### config.mk
export PLATFORM = sky130hd
export DESIGN_NAME = alu_seq_muldiv
export DESIGN_NICKNAME = d
export VERILOG_FILES = /design/src/rtl/alu_pkg.sv /design/src/rtl/alu_muldiv_iter.sv /design/src/rtl/alu_seq_muldiv.sv
export SDC_FILE = /design/constraint.sdc
export NUM_CORES = 1
export LEC_CHECK = 0
export ABC_CLOCK_PERIOD_IN_PS = 11310
export CAP_MARGIN = 0
export CORE_MARGIN = 3
export CORE_UTILIZATION = 62
export DETAILED_ROUTE_END_ITERATION = 6
export PLACE_DENSITY = 0.88
export SYNTH_ARGS = -nofsm -noshare
export SYNTH_HDL_FRONTEND = slang
export SYNTH_SLANG_ARGS = --single-unit
### constraint.sdc
create_clock -name clk -period 11.31 [get_ports clk]
set_input_delay 3.393 -clock clk [delete_from_list [all_inputs] [get_ports clk]]
set_output_delay 3.393 -clock clk [all_outputs]
set_load 0.01 [all_outputs]
### src/rtl/alu_pkg.sv
// Shared definitions for the MIPS-lite ALU: gin opcodes, mul/div FSM states, opcode helpers.
// The divide ops are only implemented when ALU_DIV_EN is defined.
package alu_pkg;

  localparam logic [3:0] OP_AND   = 4'b0000;
  localparam logic [3:0] OP_OR    = 4'b0001;
  localparam logic [3:0] OP_ADD   = 4'b0010;
  localparam logic [3:0] OP_XOR   = 4'b0011;
  localparam logic [3:0] OP_NOR   = 4'b0100;
  localparam logic [3:0] OP_SLTU  = 4'b0101;
  localparam logic [3:0] OP_SUB   = 4'b0110;
  localparam logic [3:0] OP_SLT   = 4'b0111;
  localparam logic [3:0] OP_MULT  = 4'b1000;
  localparam logic [3:0] OP_MULTU = 4'b1001;
  localparam logic [3:0] OP_DIV   = 4'b1010;
  localparam logic [3:0] OP_DIVU  = 4'b1011;
  localparam logic [3:0] OP_MFHI  = 4'b1100;
  localparam logic [3:0] OP_MFLO  = 4'b1101;

  typedef enum logic [1:0] {
    IDLE = 2'd0,
    MUL  = 2'd1,
    DIV  = 2'd2
  } md_state_e;

  function automatic logic is_seq_op(input logic [3:0] op);
    return op[3:2] == 2'b10;
  endfunction

  function automatic logic is_div_op(input logic [3:0] op);
    return op[3:1] == 3'b101;
  endfunction

  // MULT and DIV are the even codes of the sequential group.
  function automatic logic is_signed_op(input logic [3:0] op);
    return ~op[0];
  endfunction

endpackage

### src/rtl/alu_muldiv_iter.sv
// Iterative multiply/divide unit: shift-add multiplier, restoring divider, HI/LO registers.
// The divider datapath exists only when ALU_DIV_EN is defined.
module alu_muldiv_iter
  import alu_pkg::*;
#(
  parameter int WIDTH = 32
) (
  input  logic             clk_i,
  input  logic             rst_i,
  input  logic [WIDTH-1:0] a_i,
  input  logic [WIDTH-1:0] b_i,
  input  logic [3:0]       op_i,
  input  logic             start_i,
  output logic [WIDTH-1:0] hi_o,
  output logic [WIDTH-1:0] lo_o,
  output md_state_e        state_o,
  output logic             done_o,
  output logic             div_zero_o
);

  localparam int CNT_W = $clog2(WIDTH) + 1;
  localparam int W2    = 2 * WIDTH;

  md_state_e        state_q, state_d;
  logic [CNT_W-1:0] cnt_q, cnt_d;
  logic [W2-1:0]    work_q, work_d;
  logic [WIDTH-1:0] opb_q, opb_d;
  logic [WIDTH-1:0] hi_q, hi_d;
  logic [WIDTH-1:0] lo_q, lo_d;
  logic             neg_q, neg_d;
  logic             done_q, done_d;

  logic             signed_op;
  logic             accept;
  logic             last;
  logic [WIDTH-1:0] mag_a, mag_b;
  logic [WIDTH:0]   mul_sum;
  logic [W2-1:0]    mul_next, prod_fix;

  assign signed_op = is_signed_op(op_i);
  assign mag_a     = (signed_op && a_i[WIDTH-1]) ? -a_i : a_i;
  assign mag_b     = (signed_op && b_i[WIDTH-1]) ? -b_i : b_i;
  assign last      = (cnt_q == CNT_W'(WIDTH - 1));

`ifdef ALU_DIV_EN
  assign accept = start_i && is_seq_op(op_i) && (state_q == IDLE);
`else
  assign accept = start_i && is_seq_op(op_i) && !is_div_op(op_i) && (state_q == IDLE);
`endif

  // work_q low half holds the multiplier and shifts right; partial product accumulates on top.
  assign mul_sum  = {1'b0, work_q[W2-1:WIDTH]} + (work_q[0] ? {1'b0, opb_q} : '0);
  assign mul_next = {mul_sum, work_q[WIDTH-1:1]};
  assign prod_fix = neg_q ? -mul_next : mul_next;

`ifdef ALU_DIV_EN
  logic             rneg_q, rneg_d;
  logic             dz_q, dz_d;
  logic [WIDTH-1:0] a_q, a_d;
  logic             div_zero_q, div_zero_d;
  logic [WIDTH:0]   div_trial;
  logic [W2-1:0]    div_next;
  logic [WIDTH-1:0] quo_fix, rem_fix;

  // Remainder on top, dividend shifting out of the low half as quotient bits shift in.
  assign div_trial = work_q[W2-1:WIDTH-1] - {1'b0, opb_q};
  assign div_next  = div_trial[WIDTH] ? {work_q[W2-2:0], 1'b0}
                                      : {div_trial[WIDTH-1:0], work_q[WIDTH-2:0], 1'b1};
  assign quo_fix   = neg_q  ? -div_next[WIDTH-1:0]  : div_next[WIDTH-1:0];
  assign rem_fix   = rneg_q ? -div_next[W2-1:WIDTH] : div_next[W2-1:WIDTH];
`endif

  always_comb begin
    state_d = state_q;
    cnt_d   = cnt_q;
    work_d  = work_q;
    opb_d   = opb_q;
    neg_d   = neg_q;
    hi_d    = hi_q;
    lo_d    = lo_q;
    done_d  = 1'b0;
`ifdef ALU_DIV_EN
    rneg_d     = rneg_q;
    dz_d       = dz_q;
    a_d        = a_q;
    div_zero_d = div_zero_q;
`endif
    unique case (state_q)
      IDLE: begin
        if (accept) begin
          state_d = is_div_op(op_i) ? DIV : MUL;
          cnt_d   = '0;
          work_d  = {{WIDTH{1'b0}}, mag_a};
          opb_d   = mag_b;
          neg_d   = signed_op && (a_i[WIDTH-1] ^ b_i[WIDTH-1]);
`ifdef ALU_DIV_EN
          rneg_d     = signed_op && a_i[WIDTH-1];
          dz_d       = (b_i == '0);
          a_d        = a_i;
          div_zero_d = 1'b0;
`endif
        end
      end
      MUL: begin
        work_d = mul_next;
        cnt_d  = cnt_q + CNT_W'(1);
        if (last) begin
          hi_d    = prod_fix[W2-1:WIDTH];
          lo_d    = prod_fix[WIDTH-1:0];
          done_d  = 1'b1;
          state_d = IDLE;
        end
      end
      DIV: begin
`ifdef ALU_DIV_EN
        work_d = div_next;
        cnt_d  = cnt_q + CNT_W'(1);
        if (last) begin
          hi_d       = dz_q ? a_q : rem_fix;
          lo_d       = dz_q ? {WIDTH{1'b1}} : quo_fix;
          div_zero_d = dz_q;
          done_d     = 1'b1;
          state_d    = IDLE;
        end
`else
        state_d = IDLE;
`endif
      end
      default: state_d = IDLE;
    endcase
  end

  always_ff @(posedge clk_i or posedge rst_i) begin
    if (rst_i) begin
      state_q <= IDLE;
      cnt_q   <= '0;
      work_q  <= '0;
      opb_q   <= '0;
      neg_q   <= 1'b0;
      hi_q    <= '0;
      lo_q    <= '0;
      done_q  <= 1'b0;
    end else begin
      state_q <= state_d;
      cnt_q   <= cnt_d;
      work_q  <= work_d;
      opb_q   <= opb_d;
      neg_q   <= neg_d;
      hi_q    <= hi_d;
      lo_q    <= lo_d;
      done_q  <= done_d;
    end
  end

`ifdef ALU_DIV_EN
  always_ff @(posedge clk_i or posedge rst_i) begin
    if (rst_i) begin
      rneg_q     <= 1'b0;
      dz_q       <= 1'b0;
      a_q        <= '0;
      div_zero_q <= 1'b0;
    end else begin
      rneg_q     <= rneg_d;
      dz_q       <= dz_d;
      a_q        <= a_d;
      div_zero_q <= div_zero_d;
    end
  end
  assign div_zero_o = div_zero_q;
`else
  assign div_zero_o = 1'b0;
`endif

  assign hi_o    = hi_q;
  assign lo_o    = lo_q;
  assign state_o = state_q;
  assign done_o  = done_q;

endmodule

### src/rtl/alu_seq_muldiv.sv
// MIPS-lite EX-stage ALU: single-cycle logic/arith ops plus iterative MULT/DIV with HI/LO.
// Define ALU_DIV_EN to build the divider; without it DIV/DIVU decode as illegal.
module alu_seq_muldiv
  import alu_pkg::*;
#(
  parameter int WIDTH = 32
) (
  input  logic             clk,
  input  logic             reset,
  input  logic [WIDTH-1:0] a,
  input  logic [WIDTH-1:0] b,
  input  logic [3:0]       gin,
  input  logic             start,
  output logic [WIDTH-1:0] sum,
  output logic             zout,
  output logic             vout,
  output logic             illegal,
  output logic             busy,
  output logic             done,
  output logic             div_zero
);

  logic [WIDTH-1:0] hi_w, lo_w;
  logic [WIDTH-1:0] add_res, sub_res;
  logic             add_ovf, sub_ovf;
  md_state_e        md_state;

  alu_muldiv_iter #(
    .WIDTH(WIDTH)
  ) u_muldiv (
    .clk_i      (clk),
    .rst_i      (reset),
    .a_i        (a),
    .b_i        (b),
    .op_i       (gin),
    .start_i    (start),
    .hi_o       (hi_w),
    .lo_o       (lo_w),
    .state_o    (md_state),
    .done_o     (done),
    .div_zero_o (div_zero)
  );

  assign busy    = (md_state != IDLE);
  assign add_res = a + b;
  assign sub_res = a - b;
  assign add_ovf = (a[WIDTH-1] == b[WIDTH-1]) && (add_res[WIDTH-1] != a[WIDTH-1]);
  assign sub_ovf = (a[WIDTH-1] != b[WIDTH-1]) && (sub_res[WIDTH-1] != a[WIDTH-1]);

  always_comb begin
    sum     = '0;
    vout    = 1'b0;
    illegal = 1'b0;
    case (gin)
      OP_AND:  sum = a & b;
      OP_OR:   sum = a | b;
      OP_ADD:  begin sum = add_res; vout = add_ovf; end
      OP_XOR:  sum = a ^ b;
      OP_NOR:  sum = ~(a | b);
      OP_SLTU: sum = {{(WIDTH-1){1'b0}}, (a < b)};
      OP_SUB:  begin sum = sub_res; vout = sub_ovf; end
      OP_SLT:  sum = {{(WIDTH-1){1'b0}}, ($signed(a) < $signed(b))};
      OP_MULT, OP_MULTU: sum = '0;
`ifdef ALU_DIV_EN
      OP_DIV, OP_DIVU:   sum = '0;
`else
      OP_DIV, OP_DIVU:   illegal = 1'b1;
`endif
      OP_MFHI: sum = hi_w;
      OP_MFLO: sum = lo_w;
      default: illegal = 1'b1;
    endcase
  end

  assign zout = ~|sum;

endmodule
---- Word-level counts from Yosys, hierarchy flattened ----
Index checks and enable logic that the tools add are counted.
cells by class
  magnitude comparators ................... 2
  multiply operators ...................... 0
  divide/modulo/power cells ............... 0
  equality and inequality tests ........... 21
  multiplexer cells ....................... 17
  shifts and indexed selects .............. 0
  reduce and logical (&&, ||, !) cells .... 20
  $add $sub $neg .......................... 7
  bitwise gates (word level) .............. 6
operators by type and width
  kind                                                  number
  case mux 32 bit (10 select lines)                     1
  2-to-1 mux 64 bit                                     2
  case mux 64 bit (2 select lines)                      1
  2-to-1 mux 32 bit                                     3
  less-than comparator 32 bit                           2
  negation 32 bit                                       2
  negation 64 bit                                       1
  adder 32 x 33 -> 33 bit                               1
  adder 32 bit                                          1
  AND 32 bit                                            1
  inverter 32 bit                                       1
  OR 32 bit                                             1
  OR reduction 32 bit                                   1
  subtractor 32 bit                                     1
  bitwise XOR 32 bit                                    1
  equality test 4 x 3 -> 1 bit (second input constant)  4
  equality test 4 bit (second input constant)           4
  case mux 6 bit (2 select lines)                       1
  OR reduction 12 bit                                   1
  equality test 4 x 2 -> 1 bit (second input constant)  2
  logical AND 1 bit                                     8
  AND reduction 2 bit                                   4
  adder 6 x 1 -> 6 bit (second input constant)          1
  equality test 6 x 5 -> 1 bit (second input constant)  1
  other kinds (18)                                      27
storage, ports and cells
  memory bits (read-only) ................. 0
  register bits ........................... 170
  word-level logic and storage cells ...... 81
  bits of input ports ..................... 71
  memories kept ........................... 0
  RAM bits ................................ 0
  latch bits .............................. 0

---- Logic depth before layout (Yosys ltp) ----
  word-level depth ........................ 6
  gate-level depth with buffers ........... 16
  mapped depth without buffers ............ 15

---- Hierarchy ----
From an unflattened synthesis, not the netlist that was laid out.
second synthesis, totals
  cells, all modules ...................... 2,357
  area, all modules ....................... 18,056.1 um^2
modules (own cells, without submodules)
  module           cells each  seq. area each (um^2)  area each (um^2)  times used
  alu_muldiv_iter  1,370       4,254.1                11,652.4          1
  alu_seq_muldiv   987         0.0                    6,403.6           1

---- Worst setup path after synthesis ----
OpenSTA, ideal clock, no wires.
  path type ............................... input port to output port
  start point ............................. input a[0]
  end point ............................... output zout
  data required time ...................... 7.917 ns
  path slack .............................. 0.387 ns
  path buffers ............................ 0
  stages on the path ...................... 13
  arrival ................................. 7.530 ns
  path through ............................ ha_1 fa_1 a21o_1 a221oi_1 a21boi_0 mux2i_1 a211oi_1 o211ai_1 or4b_1 or4b_1 or4_1 or4_1 nor4b_2
on the way
  elaborated cells on any way between the ends .. 11
RTL lines
  item                                               RTL line                                    text
  start, declared                                    alu_seq_muldiv.sv:10                        input logic [WIDTH-1:0] a,
  subtractor 32 bit or adder 32 bit (tied branches)  alu_seq_muldiv.sv:46, alu_seq_muldiv.sv:45
  case mux 32 bit (10 select lines) *                alu_seq_muldiv.sv:54                        case (gin)
  named net sum[12]                                  alu_seq_muldiv.sv:14                        output logic [WIDTH-1:0] sum,
  OR reduction 32 bit *                              alu_seq_muldiv.sv:75                        assign zout = ~|sum;
  logical NOT 1 bit *                                alu_seq_muldiv.sv:75
  end, declared                                      alu_seq_muldiv.sv:15                        output logic zout,
Mark *: on every way through the listed nets, which the timed path passes. The rest lies on a longest branch.

---- Final worst setup path ----
  start point ............................. input b[5]
  end point ............................... output zout
on the way
  longest elaborated chain between the ends .. 5
  elaborated cells on any way between the ends .. 11
RTL lines
  item                                                                       RTL line              text
  start, declared                                                            alu_seq_muldiv.sv:11  input logic [WIDTH-1:0] b,
  parallel branches: the longest is 2 deep, another holds subtractor 32 bit  --
  case mux 32 bit (10 select lines) *                                        alu_seq_muldiv.sv:54
  OR reduction 32 bit *                                                      alu_seq_muldiv.sv:75
  logical NOT 1 bit *                                                        alu_seq_muldiv.sv:75
Every way passes the cells marked *.

==> summary.txt <==
Outcome
  – Failing checks: design-rule violations, negative setup slack
  – Status: finished, violations left

Pwr
  – Pleak: 9.815 nW
  – Internal power: ~1.7 mW
  – NetSw: about 1.3 mW
  – Sw Ratio: roughly 45%
  – Pwr/cell area: approximately 140 mW/mm²
  – Clock share of power: ~19%
  – Combinational Power Share: between 50% and 60%
  – Sequential power share: around 28%
  – Max IR drop VDD: 0.0001598 V

STA
  – Setup violators final: 1
  – Worst hold slack: roughly 0.48 ns
  – Worst slew pin tran: 1.335 ns
  – Slew Viols, Final: 0
  – Final hold vios: 0
  – Tcrit/Tclk final: 100.1%
  – PnR worst setup slack: -0.01334 ns
  – Max Freq: 88.31 MHz
  – Worst clock skew: roughly 0.014 ns
  – Post-route minimum period: roughly 11 ns
  – Slew HR: roughly 11%
  – RSZ-0062 raised after global routing: yes

Drt
  – Avg WL per Cell: 22.75 µm
  – DRT Pass-1 Iters: 7
  – DR vias/cell: about 6.8
  – Starting DRT DRC Count: around 3.6k
  – Routed Antenna Nets: 0
  – DRT Wirelength: ~70000 µm
  – Vias: 20.85k
  – # DRC: 4

Logic synthesis
  – Ys flop type: dfrtp_1
  – Mapped Cells: around 2.3k
  – Distinct cells, synth: between 80 and 90
  – Top-area cell type share of the netlist area: between 20% and 30%
  – Top cells by count, synth: nand2_1, o21ai_0, nor2_1, dfrtp_1
  – Synth top area cells: dfrtp_1, ha_1, o21ai_0
  – Post-synthesis async set-or-reset flop share: between 90% and 100%
  – Synth Warn #: 0
  – Post-Synthesis Cell Area: 0.01730 mm²
  – Yosys top cell by area: dfrtp_1
  – Average cell area after synthesis: ~7.5 µm²
  – Sequential area share after synthesis: roughly a quarter
  – Post-synth EDFFs: 0
  – Most common cell in the netlist: nand2_1
  – Synth Register Bits: between 150 and 200

Clock network
  – CTS tree: built
  – CTS H-tree lvls: 4
  – Max clock buf depth: 2
  – CTS root buffer: clkbuf_16
  – Reg clk slew, reported paths: 0.07 ns
  – Inserted Clock Buffers: 17
  – Clock latency on the worst-skew pair: approximately 0.44 ns
  – # clock sinks: between 150 and 200

Die
  – Initial Util: a little under two thirds
  – Die Y: 173.0 µm
  – Rows: 60
  – Chip Width: between 150 and 200 µm
  – I/O Pins: approximately 110
  – Core area: about 0.027 mm²
  – Area of the die: roughly 0.030 mm²

Setup path
  – CP Class: input pin to primary output
  – Endpoint type of the worst setup path: primary output
  – WP data arrival: around 8 ns
  – Crit-path cells: clkdlybuf4s50_1, buf_4, ha_1, buf_4, nand2_1, or4_1, o211ai_1, a211oi_1, buf_4, nor4_1, o211ai_1, o22a_1, or4b_4, or4_4, or4_4, nor4b_4, buf_2
  – Worst Path Max Fanout: 3
  – R2R setup slack: 5.71 ns
  – Crit path largest cell delay: 0.53 ns
  – Worst path most repeated cell: buf_4
  – Critical-path top delay cell: or4_1
  – Worst Path Required: around 7.9 ns
  – Reg2reg path depth: 14
  – Critical Path Start Type: input pin

Finish
  – Layout cell share with drive strength beyond 1: 18.17%
  – Post-Layout Cell Count: 3047
  – Fin nets: between 2k and 3k
  – Synthesis-to-finish area growth: 26.80%
  – Diodes inserted: 0

Global routing
  – Largest net degree at the start of global routing: a little under 90
  – Global-route wire length before repair: 106900 µm
  – GRT overflow: 0
  – Antenna violations before repair: 0
  – Total track usage: about 44%
  – Vias in the first global route: 19.47k

Job
  – Max-Cap Viols: 0

Place
  – Number of cells after detailed placement: roughly 3.0k
  – Pre-CTS setup slack: -1.003 ns
  – IO buf count: between 100 and 150
  – Gpl congestion: just over 1
  – HPWL after detailed placement: about 50000 µm

Worst hold path
  – WHS Path Cells: 2
  – Hold Path Class: flip-flop to flip-flop
[power groups by stage]
stage | registers [mW] | logic, mW | clock network, mW
floorplan | 0.805 | 0.979 | 0
finish | 0.846 | 1.57 | 0.578
global route | 0.854 | 1.69 | 0.601
detailed placement | 0.839 | 1.45 | 0
CTS | 0.836 | 1.50 | 0.575
global placement | 0.831 | 1.39 | 0
[layout by cell type, fill, tap and decap left out, types with 12 or more instances in the layout]
master	count
o31ai_1	33
clkdlybuf4s50_1	93
and3_1	15
o211ai_1	30
or3_1	16
o21ai_0	276
o21bai_1	13
a211oi_1	24
mux2i_1	18
clkbuf_16	17
and2_1	45
dfrtp_1	170
nor4_1	18
nand4_1	24
nor2_1	171
nor3_1	58
nor2b_1	13
xnor2_1	99
or4_1	19
a21o_1	22
nand2_1	279
a21oi_1	127
buf_4	355
o41ai_1	13
inv_1	109
or2_2	12
nand2b_1	16
a31oi_1	32
nand3_1	85
ha_1	122
a22oi_1	44
o21a_1	14
xor2_1	53
[metrics by stage]
stage	util [%]	setup TNS [ns]	power, mW	cell area, µm²
2_1_floorplan	-	0	1.784	17300
3_3_place_gp	77.24	-0.9319	2.223	20990
3_5_place_dp	77.24	-1.003	2.286	20990
4_1_cts	80.01	0	2.913	21740
5_1_grt	80.71	-0.1316	3.147	21930
6_report	80.71	-0.01334	2.998	21930
[cell type report]
class,count,area [µm²]
Timing Repair Buffer,465,3781
Tap cell,372,465.4
Clock buffer,17,425.4
Clock inverter,15,155.1
Inverter,115,436.7
Fill cell,1836,5241
Sequential cell,170,4254
Multi-Input combinational cell,1893,12420
[sequential cells by signal, indices dropped and copies added, names as in the netlist]
| name | cells |
|---|---|
| u_muldiv.neg_q | 1 |
| u_muldiv.opb_q | 32 |
| u_muldiv.cnt_q | 6 |
| u_muldiv.lo_o | 32 |
| u_muldiv.work_q | 64 |
| u_muldiv.state_o | 2 |
| u_muldiv.hi_o | 32 |
| u_muldiv.done_o | 1 |
[path summary, 6_finish.rpt]
path	endpoint	startpoint
worst min register to register	u_muldiv.opb_q[7]$_DFFE_PP0P_	u_muldiv.opb_q[7]$_DFFE_PP0P_
min in group asynchronous	u_muldiv.cnt_q[3]$_DFFE_PP0P_	reset
worst max-delay path	zout	b[5]
max in group asynchronous	u_muldiv.lo_o[13]$_DFFE_PP0P_	reset
worst min-delay path	u_muldiv.opb_q[7]$_DFFE_PP0P_	u_muldiv.opb_q[7]$_DFFE_PP0P_
worst max register to register	u_muldiv.hi_o[29]$_DFFE_PP0P_	u_muldiv.work_q[0]$_DFFE_PP0P_
[routing by layer]
layer | vias up | part of all wire, % | GRT usage, %
met3 | 307 | 13 | 9.442
met1 | 9721 | 39 | 61.68
li1 | 9084 | - | -
met4 | 0 | 4.5 | 16.59
met5 | - | 0 | 0
met2 | 1735 | 43 | 67.67
[worst max-delay path, delay by kind of cell]
| kind | cells | cell delay [ns] |
|---|---|---|
| AOI/OAI and AO/OA | 4 | 0.58 |
| adders and majority gates | 1 | 0.32 |
| buffers and inverters | 5 | 1.20 |
| and+or+nand+nor | 7 | 2.44 |
[logic make-up after synthesis]
group | count (synthesis) | synth area share (%)
flip-flops | 170 | 24.59
multiplexers | 25 | 1.512
AND/OR/NAND/NOR | 813 | 22.36
other | 1 | 0.02168
adder cells (fa/ha/maj) | 137 | 10.04
XOR/XNOR | 152 | 7.696
AO/OA/AOI/OAI | 764 | 28.08
buffers and inverters | 250 | 5.707
[repair_timing]
item	CTS	global route
buffers inserted	4	4
pin swaps	14	9
hold buffers	0	0
setup endpoints to repair	1	1
gates resized for setup	48	35
cloned	0	0
(Power assumes the default switching activity.)
